## src/rtl/branch_ctrl_if.sv

```systemverilog
// Bus bundle for branch_ctrl: decode request, comparator drive, fetch redirect and retire pulses.
// slave = the controller, master = the surrounding pipeline (decode, comparator, fetch).
interface branch_ctrl_if;
    logic        req_valid;
    logic        req_ready;
    logic [1:0]  req_kind;
    logic [2:0]  req_fun3;
    logic [31:0] req_pc;
    logic [31:0] req_imm;
    logic [31:0] req_rs1;
    logic [31:0] req_rs2;
    logic        cmp_enb;
    logic [2:0]  cmp_fun3;
    logic [31:0] cmp_a;
    logic [31:0] cmp_b;
    logic        cmp_res;
    logic        redir_valid;
    logic        redir_ready;
    logic [31:0] redir_pc;
    logic        flush;
    logic        link_valid;
    logic [31:0] link_data;
    logic        done;
    logic        taken;
    logic        err;

    modport slave (
        input  req_valid, req_kind, req_fun3, req_pc, req_imm, req_rs1, req_rs2,
        input  cmp_res, redir_ready,
        output req_ready, cmp_enb, cmp_fun3, cmp_a, cmp_b,
        output redir_valid, redir_pc, flush, link_valid, link_data, done, taken, err
    );

    modport master (
        output req_valid, req_kind, req_fun3, req_pc, req_imm, req_rs1, req_rs2,
        output cmp_res, redir_ready,
        input  req_ready, cmp_enb, cmp_fun3, cmp_a, cmp_b,
        input  redir_valid, redir_pc, flush, link_valid, link_data, done, taken, err
    );
endinterface

```

## src/rtl/branch_ctrl.sv

```systemverilog
// RV32I execute-stage control-flow sequencer: comparator drive, redirect handshake, timed flush.
// Optional macro BR_PERF_CNT_EN adds saturating br_cnt/taken_cnt performance counters.
module branch_ctrl #(
    parameter int FLUSH_CYCLES = 2,
    parameter int CNT_W        = 16
) (
    input  logic clk,
    input  logic rst_n,
    branch_ctrl_if.slave bus
`ifdef BR_PERF_CNT_EN
    ,
    output logic [CNT_W-1:0] br_cnt,
    output logic [CNT_W-1:0] taken_cnt
`endif
);

    typedef enum logic [1:0] {
        S_IDLE  = 2'd0,
        S_CMP   = 2'd1,
        S_REDIR = 2'd2,
        S_FLUSH = 2'd3
    } state_e;

    localparam logic [3:0] FLUSH_LOAD = 4'(FLUSH_CYCLES);

    if (FLUSH_CYCLES < 0 || FLUSH_CYCLES > 15 || CNT_W < 1) begin : g_bad_cfg
        $error("branch_ctrl: FLUSH_CYCLES must be 0..15 and CNT_W at least 1");
    end

    function automatic logic fun3_illegal(input logic [2:0] f);
        return (f[2:1] == 2'b01);
    endfunction

    state_e      state_q, state_d;
    logic        req_ready_q, req_ready_d;
    logic        cmp_enb_q, cmp_enb_d;
    logic [2:0]  cmp_fun3_q, cmp_fun3_d;
    logic [31:0] cmp_a_q, cmp_a_d, cmp_b_q, cmp_b_d;
    logic        redir_valid_q, redir_valid_d;
    logic [31:0] redir_pc_q, redir_pc_d;
    logic        flush_q, flush_d;
    logic [3:0]  fcnt_q, fcnt_d;
    logic        link_valid_q, link_valid_d;
    logic [31:0] link_data_q, link_data_d;
    logic        done_q, done_d, taken_q, taken_d, err_q, err_d;
    logic [31:0] br_tgt_s, jalr_sum_s, jmp_tgt_s;

    assign br_tgt_s   = bus.req_pc + bus.req_imm;
    assign jalr_sum_s = bus.req_rs1 + bus.req_imm;
    assign jmp_tgt_s  = (bus.req_kind == 2'b10) ? {jalr_sum_s[31:1], 1'b0} : br_tgt_s;

    // Next-state and registered-output computation; pulses default low, captures hold.
    always_comb begin
        state_d       = state_q;
        cmp_enb_d     = 1'b0;
        cmp_fun3_d    = 3'b000;
        cmp_a_d       = 32'h0000_0000;
        cmp_b_d       = 32'h0000_0000;
        redir_valid_d = 1'b0;
        redir_pc_d    = redir_pc_q;
        flush_d       = 1'b0;
        fcnt_d        = fcnt_q;
        link_valid_d  = 1'b0;
        link_data_d   = link_data_q;
        done_d        = 1'b0;
        taken_d       = 1'b0;
        err_d         = 1'b0;
        case (state_q)
            S_IDLE: begin
                if (bus.req_valid) begin
                    case (bus.req_kind)
                        2'b00: begin
                            state_d    = S_CMP;
                            cmp_enb_d  = 1'b1;
                            cmp_fun3_d = bus.req_fun3;
                            cmp_a_d    = bus.req_rs1;
                            cmp_b_d    = bus.req_rs2;
                            redir_pc_d = br_tgt_s;
                        end
                        2'b01, 2'b10: begin
                            if (jmp_tgt_s[1]) begin
                                err_d  = 1'b1;
                                done_d = 1'b1;
                            end else begin
                                state_d       = S_REDIR;
                                redir_valid_d = 1'b1;
                                redir_pc_d    = jmp_tgt_s;
                                link_valid_d  = 1'b1;
                                link_data_d   = bus.req_pc + 32'd4;
                            end
                        end
                        default: begin
                            err_d  = 1'b1;
                            done_d = 1'b1;
                        end
                    endcase
                end else begin
                    state_d = S_IDLE;
                end
            end
            S_CMP: begin
                // Misalignment only matters once the branch is known to be taken.
                if (fun3_illegal(cmp_fun3_q)) begin
                    err_d   = 1'b1;
                    done_d  = 1'b1;
                    state_d = S_IDLE;
                end else if (!bus.cmp_res) begin
                    done_d  = 1'b1;
                    state_d = S_IDLE;
                end else if (redir_pc_q[1]) begin
                    err_d   = 1'b1;
                    done_d  = 1'b1;
                    state_d = S_IDLE;
                end else begin
                    redir_valid_d = 1'b1;
                    state_d       = S_REDIR;
                end
            end
            S_REDIR: begin
                if (bus.redir_ready) begin
                    done_d  = 1'b1;
                    taken_d = 1'b1;
                    if (FLUSH_LOAD == 4'd0) begin
                        state_d = S_IDLE;
                    end else begin
                        state_d = S_FLUSH;
                        flush_d = 1'b1;
                        fcnt_d  = FLUSH_LOAD;
                    end
                end else begin
                    redir_valid_d = 1'b1;
                end
            end
            S_FLUSH: begin
                if (fcnt_q <= 4'd1) begin
                    fcnt_d  = 4'd0;
                    state_d = S_IDLE;
                end else begin
                    fcnt_d  = fcnt_q - 4'd1;
                    flush_d = 1'b1;
                end
            end
            default: begin
                state_d = S_IDLE;
            end
        endcase
        req_ready_d = (state_d == S_IDLE);
    end

    // State and output registers; reset drops any redirect or flush in flight.
    always_ff @(posedge clk or negedge rst_n) begin
        if (!rst_n) begin
            state_q       <= S_IDLE;
            req_ready_q   <= 1'b1;
            cmp_enb_q     <= 1'b0;
            cmp_fun3_q    <= 3'b000;
            cmp_a_q       <= 32'h0000_0000;
            cmp_b_q       <= 32'h0000_0000;
            redir_valid_q <= 1'b0;
            redir_pc_q    <= 32'h0000_0000;
            flush_q       <= 1'b0;
            fcnt_q        <= 4'd0;
            link_valid_q  <= 1'b0;
            link_data_q   <= 32'h0000_0000;
            done_q        <= 1'b0;
            taken_q       <= 1'b0;
            err_q         <= 1'b0;
        end else begin
            state_q       <= state_d;
            req_ready_q   <= req_ready_d;
            cmp_enb_q     <= cmp_enb_d;
            cmp_fun3_q    <= cmp_fun3_d;
            cmp_a_q       <= cmp_a_d;
            cmp_b_q       <= cmp_b_d;
            redir_valid_q <= redir_valid_d;
            redir_pc_q    <= redir_pc_d;
            flush_q       <= flush_d;
            fcnt_q        <= fcnt_d;
            link_valid_q  <= link_valid_d;
            link_data_q   <= link_data_d;
            done_q        <= done_d;
            taken_q       <= taken_d;
            err_q         <= err_d;
        end
    end

    assign bus.req_ready   = req_ready_q;
    assign bus.cmp_enb     = cmp_enb_q;
    assign bus.cmp_fun3    = cmp_fun3_q;
    assign bus.cmp_a       = cmp_a_q;
    assign bus.cmp_b       = cmp_b_q;
    assign bus.redir_valid = redir_valid_q;
    assign bus.redir_pc    = redir_pc_q;
    assign bus.flush       = flush_q;
    assign bus.link_valid  = link_valid_q;
    assign bus.link_data   = link_data_q;
    assign bus.done        = done_q;
    assign bus.taken       = taken_q;
    assign bus.err         = err_q;

`ifdef BR_PERF_CNT_EN
    logic             is_br_q, is_br_d;
    logic [CNT_W-1:0] br_cnt_q, br_cnt_d, taken_cnt_q, taken_cnt_d;

    function automatic logic [CNT_W-1:0] sat_inc(input logic [CNT_W-1:0] v);
        return (&v) ? v : v + CNT_W'(1);
    endfunction

    // Counter next-state: each bump is registered alongside the done pulse it counts.
    always_comb begin
        is_br_d     = is_br_q;
        br_cnt_d    = br_cnt_q;
        taken_cnt_d = taken_cnt_q;
        if (state_q == S_IDLE && bus.req_valid) begin
            is_br_d = (bus.req_kind == 2'b00);
        end else begin
            is_br_d = is_br_q;
        end
        if (done_d && (state_q == S_CMP || (state_q == S_REDIR && is_br_q))) begin
            br_cnt_d = sat_inc(br_cnt_q);
        end else begin
            br_cnt_d = br_cnt_q;
        end
        if (done_d && taken_d) begin
            taken_cnt_d = sat_inc(taken_cnt_q);
        end else begin
            taken_cnt_d = taken_cnt_q;
        end
    end

    // Counter registers.
    always_ff @(posedge clk or negedge rst_n) begin
        if (!rst_n) begin
            is_br_q     <= 1'b0;
            br_cnt_q    <= '0;
            taken_cnt_q <= '0;
        end else begin
            is_br_q     <= is_br_d;
            br_cnt_q    <= br_cnt_d;
            taken_cnt_q <= taken_cnt_d;
        end
    end

    assign br_cnt    = br_cnt_q;
    assign taken_cnt = taken_cnt_q;
`endif

endmodule

```

## src/flat_wrapper.sv

```systemverilog
// flat-port wrapper written by rule: the top's interface ports become plain ports
module branch_ctrl_flat 
#(
    parameter int FLUSH_CYCLES = 2,
    parameter int CNT_W        = 16
)
  (clk, rst_n, bus_req_valid, bus_req_kind, bus_req_fun3, bus_req_pc, bus_req_imm, bus_req_rs1, bus_req_rs2, bus_cmp_res, bus_redir_ready, bus_req_ready, bus_cmp_enb, bus_cmp_fun3, bus_cmp_a, bus_cmp_b, bus_redir_valid, bus_redir_pc, bus_flush, bus_link_valid, bus_link_data, bus_done, bus_taken, bus_err);
  branch_ctrl_if bus_i ();
  input  logic clk;
  input  logic rst_n;
  input wire logic [$bits(bus_i.req_valid)-1:0] bus_req_valid;
  input wire logic [$bits(bus_i.req_kind)-1:0] bus_req_kind;
  input wire logic [$bits(bus_i.req_fun3)-1:0] bus_req_fun3;
  input wire logic [$bits(bus_i.req_pc)-1:0] bus_req_pc;
  input wire logic [$bits(bus_i.req_imm)-1:0] bus_req_imm;
  input wire logic [$bits(bus_i.req_rs1)-1:0] bus_req_rs1;
  input wire logic [$bits(bus_i.req_rs2)-1:0] bus_req_rs2;
  input wire logic [$bits(bus_i.cmp_res)-1:0] bus_cmp_res;
  input wire logic [$bits(bus_i.redir_ready)-1:0] bus_redir_ready;
  output wire logic [$bits(bus_i.req_ready)-1:0] bus_req_ready;
  output wire logic [$bits(bus_i.cmp_enb)-1:0] bus_cmp_enb;
  output wire logic [$bits(bus_i.cmp_fun3)-1:0] bus_cmp_fun3;
  output wire logic [$bits(bus_i.cmp_a)-1:0] bus_cmp_a;
  output wire logic [$bits(bus_i.cmp_b)-1:0] bus_cmp_b;
  output wire logic [$bits(bus_i.redir_valid)-1:0] bus_redir_valid;
  output wire logic [$bits(bus_i.redir_pc)-1:0] bus_redir_pc;
  output wire logic [$bits(bus_i.flush)-1:0] bus_flush;
  output wire logic [$bits(bus_i.link_valid)-1:0] bus_link_valid;
  output wire logic [$bits(bus_i.link_data)-1:0] bus_link_data;
  output wire logic [$bits(bus_i.done)-1:0] bus_done;
  output wire logic [$bits(bus_i.taken)-1:0] bus_taken;
  output wire logic [$bits(bus_i.err)-1:0] bus_err;
  assign bus_i.req_valid = bus_req_valid;
  assign bus_i.req_kind = bus_req_kind;
  assign bus_i.req_fun3 = bus_req_fun3;
  assign bus_i.req_pc = bus_req_pc;
  assign bus_i.req_imm = bus_req_imm;
  assign bus_i.req_rs1 = bus_req_rs1;
  assign bus_i.req_rs2 = bus_req_rs2;
  assign bus_i.cmp_res = bus_cmp_res;
  assign bus_i.redir_ready = bus_redir_ready;
  assign bus_req_ready = bus_i.req_ready;
  assign bus_cmp_enb = bus_i.cmp_enb;
  assign bus_cmp_fun3 = bus_i.cmp_fun3;
  assign bus_cmp_a = bus_i.cmp_a;
  assign bus_cmp_b = bus_i.cmp_b;
  assign bus_redir_valid = bus_i.redir_valid;
  assign bus_redir_pc = bus_i.redir_pc;
  assign bus_flush = bus_i.flush;
  assign bus_link_valid = bus_i.link_valid;
  assign bus_link_data = bus_i.link_data;
  assign bus_done = bus_i.done;
  assign bus_taken = bus_i.taken;
  assign bus_err = bus_i.err;
  branch_ctrl #(.FLUSH_CYCLES(FLUSH_CYCLES), .CNT_W(CNT_W)) u_core (.clk(clk), .rst_n(rst_n), .bus(bus_i));
endmodule
```

## config.mk

```make
export PLATFORM = sky130hd
export DESIGN_NAME = branch_ctrl_flat
export DESIGN_NICKNAME = d
export VERILOG_FILES = /design/src/rtl/branch_ctrl_if.sv /design/src/rtl/branch_ctrl.sv /design/src/flat_wrapper.sv
export SDC_FILE = /design/constraint.sdc
export NUM_CORES = 1
export LEC_CHECK = 0
export ABC_AREA = 1
export CORE_MARGIN = 3
export CORE_UTILIZATION = 55
export CTS_CLUSTER_DIAMETER = 120
export DETAILED_ROUTE_END_ITERATION = 7
export PLACE_DENSITY = 0.88
export SLEW_MARGIN = 10
export SYNTH_ARGS = -nofsm -noshare
export SYNTH_HDL_FRONTEND = slang
export SYNTH_SLANG_ARGS = --single-unit
```

## constraint.sdc

```tcl
create_clock -name clk -period 3.8 [get_ports clk]
set_input_delay 0.57 -clock clk [delete_from_list [all_inputs] [get_ports clk]]
set_output_delay 0.57 -clock clk [all_outputs]
set_load 0.01 [all_outputs]
```

==> impl_metrics.ini <==
[grt]
first_global_vias = 11819
grt_antenna_before_repair = 0
grt_max_degree = 101
track_usage_pct = 35.36
grt-ovfl-total = 0
grt_pass1_wl_um = 60980

[timing]
rsz0062_at_grt = false
tns_ps = 0
max-slew-margin-rel_pct = 33.55
worst-slew-pin-transition_ps = 996.7
period_minus_slack_ps = 2755
report.final.slew_viol_count = 0
layout_worst_path_cycle_share_pct = 72.51
setup_violations = 0
fin_skew_ps = 13.60
fmax_mhz = 362.9
hold_viol_final = 0

[worst_setup_path]
critPathKind = primary input to register
path_delay_family = buffers and inverters
slowest_delay_ps = 510
cp.arrival_ps = 3120
critPathMostFrequentCell = inv_2
critPathCaptureType = register
crit_path_start_kind = primary input
path_cells = clkdlybuf4s50_1, inv_1, ha_1, nand2_4, inv_2, a21oi_2, nor2_2, inv_2, o2111ai_1, nor2_1
critPathSlowestCell = inv_2
path_max_fanout = 45
crit_buf_inv = 4
required_ps = 4170

[pwr]
p_per_area_nw_per_um2 = 458.1
peakVddDrop_uv = 356.6
p_leak_nw = 8.236
total_power_w = 0.006711

[yosys]
syn_inst = 1761
ys_ff_latch = 145
syn-num-nets = 1968
synth_flop_cell = dfrtp_1
synth_seq_area_share_pct = 32.93
netlist_area_um2 = 11020
async_flop_share_pct = 100.0
avgSynthCellArea_um2 = 6.259
yosysUniqueCellTypes = 45
synth_edf_count = 0
ys_warn_count = 0

[layout]
n_antenna_cell = 0
final_common_cell = nand2_1
final_cell_mix = 653 x nand2_1, 339 x inv_1, 275 x clkdlybuf4s50_1
drive_above_1_share_pct = 3.850
nFillCells = 1529
final_cells = 2317
nets = 2247
area_growth_pct = 32.92

[placement]
port_buffers = 276
hpwlAfterDp_um = 30850
place_congestion = 0.9621
dp_cells = 2286

[clock_network]
cts_tree = built
post_cts_buffers = 0
clk_latency_ps = 440
cts_sinks = 145
cts_made_buffers = 17
cts.clk_slew.worst_paths_ps = 70
post_cts_resized = 0
cts_root_buffer = clkbuf_16
clockBufferDepth = 2
htreeDepth = 4
cts_hold_buffers = 0

[drt]
wl_per_cell_um = 16.87
wirelength_um = 39090
drtPass1Iterations = 8
viasPerCell = 5.261
vias = 12189
ant_nets = 0
drtIter0Drc = 989
drc = 0

[status]
status = completed

[floorplanning]
core_um2 = 19590
floorplan.rows = 51
dieArea_um2 = 21770
ios = 277
die_h_um = 147.6
dieWidth_um = 147.6
initial_core_util_pct = 56.26

[worst_hold_path]
worst_hold_path_type = primary input to asynchronous set/reset pin

[flow_run]
maxCapViolations = 0
cell families (layout without fill, tap and decap cells):
| kind of cell | count (synthesis) | in the layout | synth area share (%) |
|---|---|---|---|
| simple gates | 1015 | 1015 | 37.48 |
| xor+xnor | 25 | 25 | 1.987 |
| fa+ha+maj | 69 | 69 | 7.969 |
| flops | 145 | 145 | 32.93 |
| buf+inv | 389 | 680 | 13.52 |
| compound gates | 118 | 118 | 6.108 |
Yosys cell counts, types with 5 or more instances:
master	n	area [um2]
nand2_1	653	2451
inv_1	339	1272
nor2_1	191	716.9
dfrtp_1	144	3603
nand3_1	108	540.5
ha_1	67	838.3
a21oi_1	47	235.2
inv_2	24	90.09
o21ai_1	20	100.1
o21ai_0	19	95.09
xor2_1	14	122.6
nand4_1	13	81.33
buf_2	12	60.06
nor3_1	12	60.06
xnor2_1	11	96.34
nand3b_1	9	67.56
a31oi_1	8	50.05
clkbuf_1	8	30.03
nor4_1	8	50.05
o21bai_1	5	37.54
o221ai_1	5	43.79
state kept, by name, indices dropped and copies added (netlist names):
| register | flops |
|---|---|
| u_core.state_q | 2 |
| u_core.bus.done | 1 |
| u_core.bus.cmp_fun3 | 3 |
| u_core.bus.taken | 1 |
| u_core.bus.link_valid | 1 |
| u_core.bus.redir_pc | 32 |
| u_core.bus.link_data | 32 |
| u_core.bus.flush | 1 |
| u_core.bus.cmp_b | 32 |
| u_core.bus.cmp_a | 32 |
| u_core.bus.req_ready | 1 |
| u_core.bus.redir_valid | 1 |
| u_core.bus.cmp_enb | 1 |
| u_core.fcnt_q | 4 |
| u_core.bus.err | 1 |
through the flow:
stage	utilization (%)	instance area (um2)	setup WS [ps]	hold WS (ps)
2_1_floorplan	-	11020	1569	274.4
3_3_place_gp	71.76	14060	776.0	463.4
3_5_place_dp	71.76	14060	672.4	465.1
4_1_cts	74.78	14650	1094	303.0
5_1_grt	74.78	14650	882.7	268.9
6_report	74.78	14650	1045	174.5
path summary, 6_finish.rpt:
kind                       cells after the start                      from                  endpoint  slack (ps)
min in group clk                               2  u_core.bus.link_data[31]  u_core.bus.link_data[31]         480
max reg2reg                                    6         u_core.state_q[1]       u_core.bus.cmp_a[2]        1890
min reg2reg                                    2  u_core.bus.link_data[31]  u_core.bus.link_data[31]         480
min                                            1                     rst_n      u_core.bus.cmp_a[19]         170
max                                           10           bus_req_kind[0]      u_core.bus.req_ready        1040
max in group asynchronous                      2                     rst_n  u_core.bus.link_data[20]        2700
area by class of cell:
cell class | instances | area (um2) | share of cell area, %
repair buffers | 284 | 2824 | 19.28
clock inverters | 14 | 167.7 | 1.144
well taps | 265 | 331.6 | 2.263
flip-flops and latches | 145 | 3630 | 24.78
clock buffers | 17 | 425.4 | 2.904
inverters | 365 | 1370 | 9.352
multi-input cells | 1227 | 5902 | 40.29
report_power, final:
part / switching (W) / leakage, nW / internal [W]
registers: 0.000300 / 1.91 / 0.00196
logic: 0.00143 / 6.05 / 0.00126
clock network: 0.000767 / 0.279 / 0.000987
total: 0.00250 / 8.24 / 0.00421
per-layer routing:
| layer | vias to the layer above | routed length, um | track usage, % |
|---|---|---|---|
| met5 | - | 0 | 0 |
| met4 | 0 | 1855 | 15.89 |
| li1 | 5910 | - | - |
| met1 | 5510 | 15170 | 43.01 |
| met3 | 133 | 3473 | 7.204 |
| met2 | 636 | 18590 | 60.70 |
worst reg2reg max path, stage by stage, from the launching register on:
cell,delay [ps]
dfrtp_1,430
nor2_1,80
nand2_1,160
nor2_1,100
inv_2,200
buf_4,610
nor2_1,180
No activity file was read; power rests on OpenSTA's default activity.
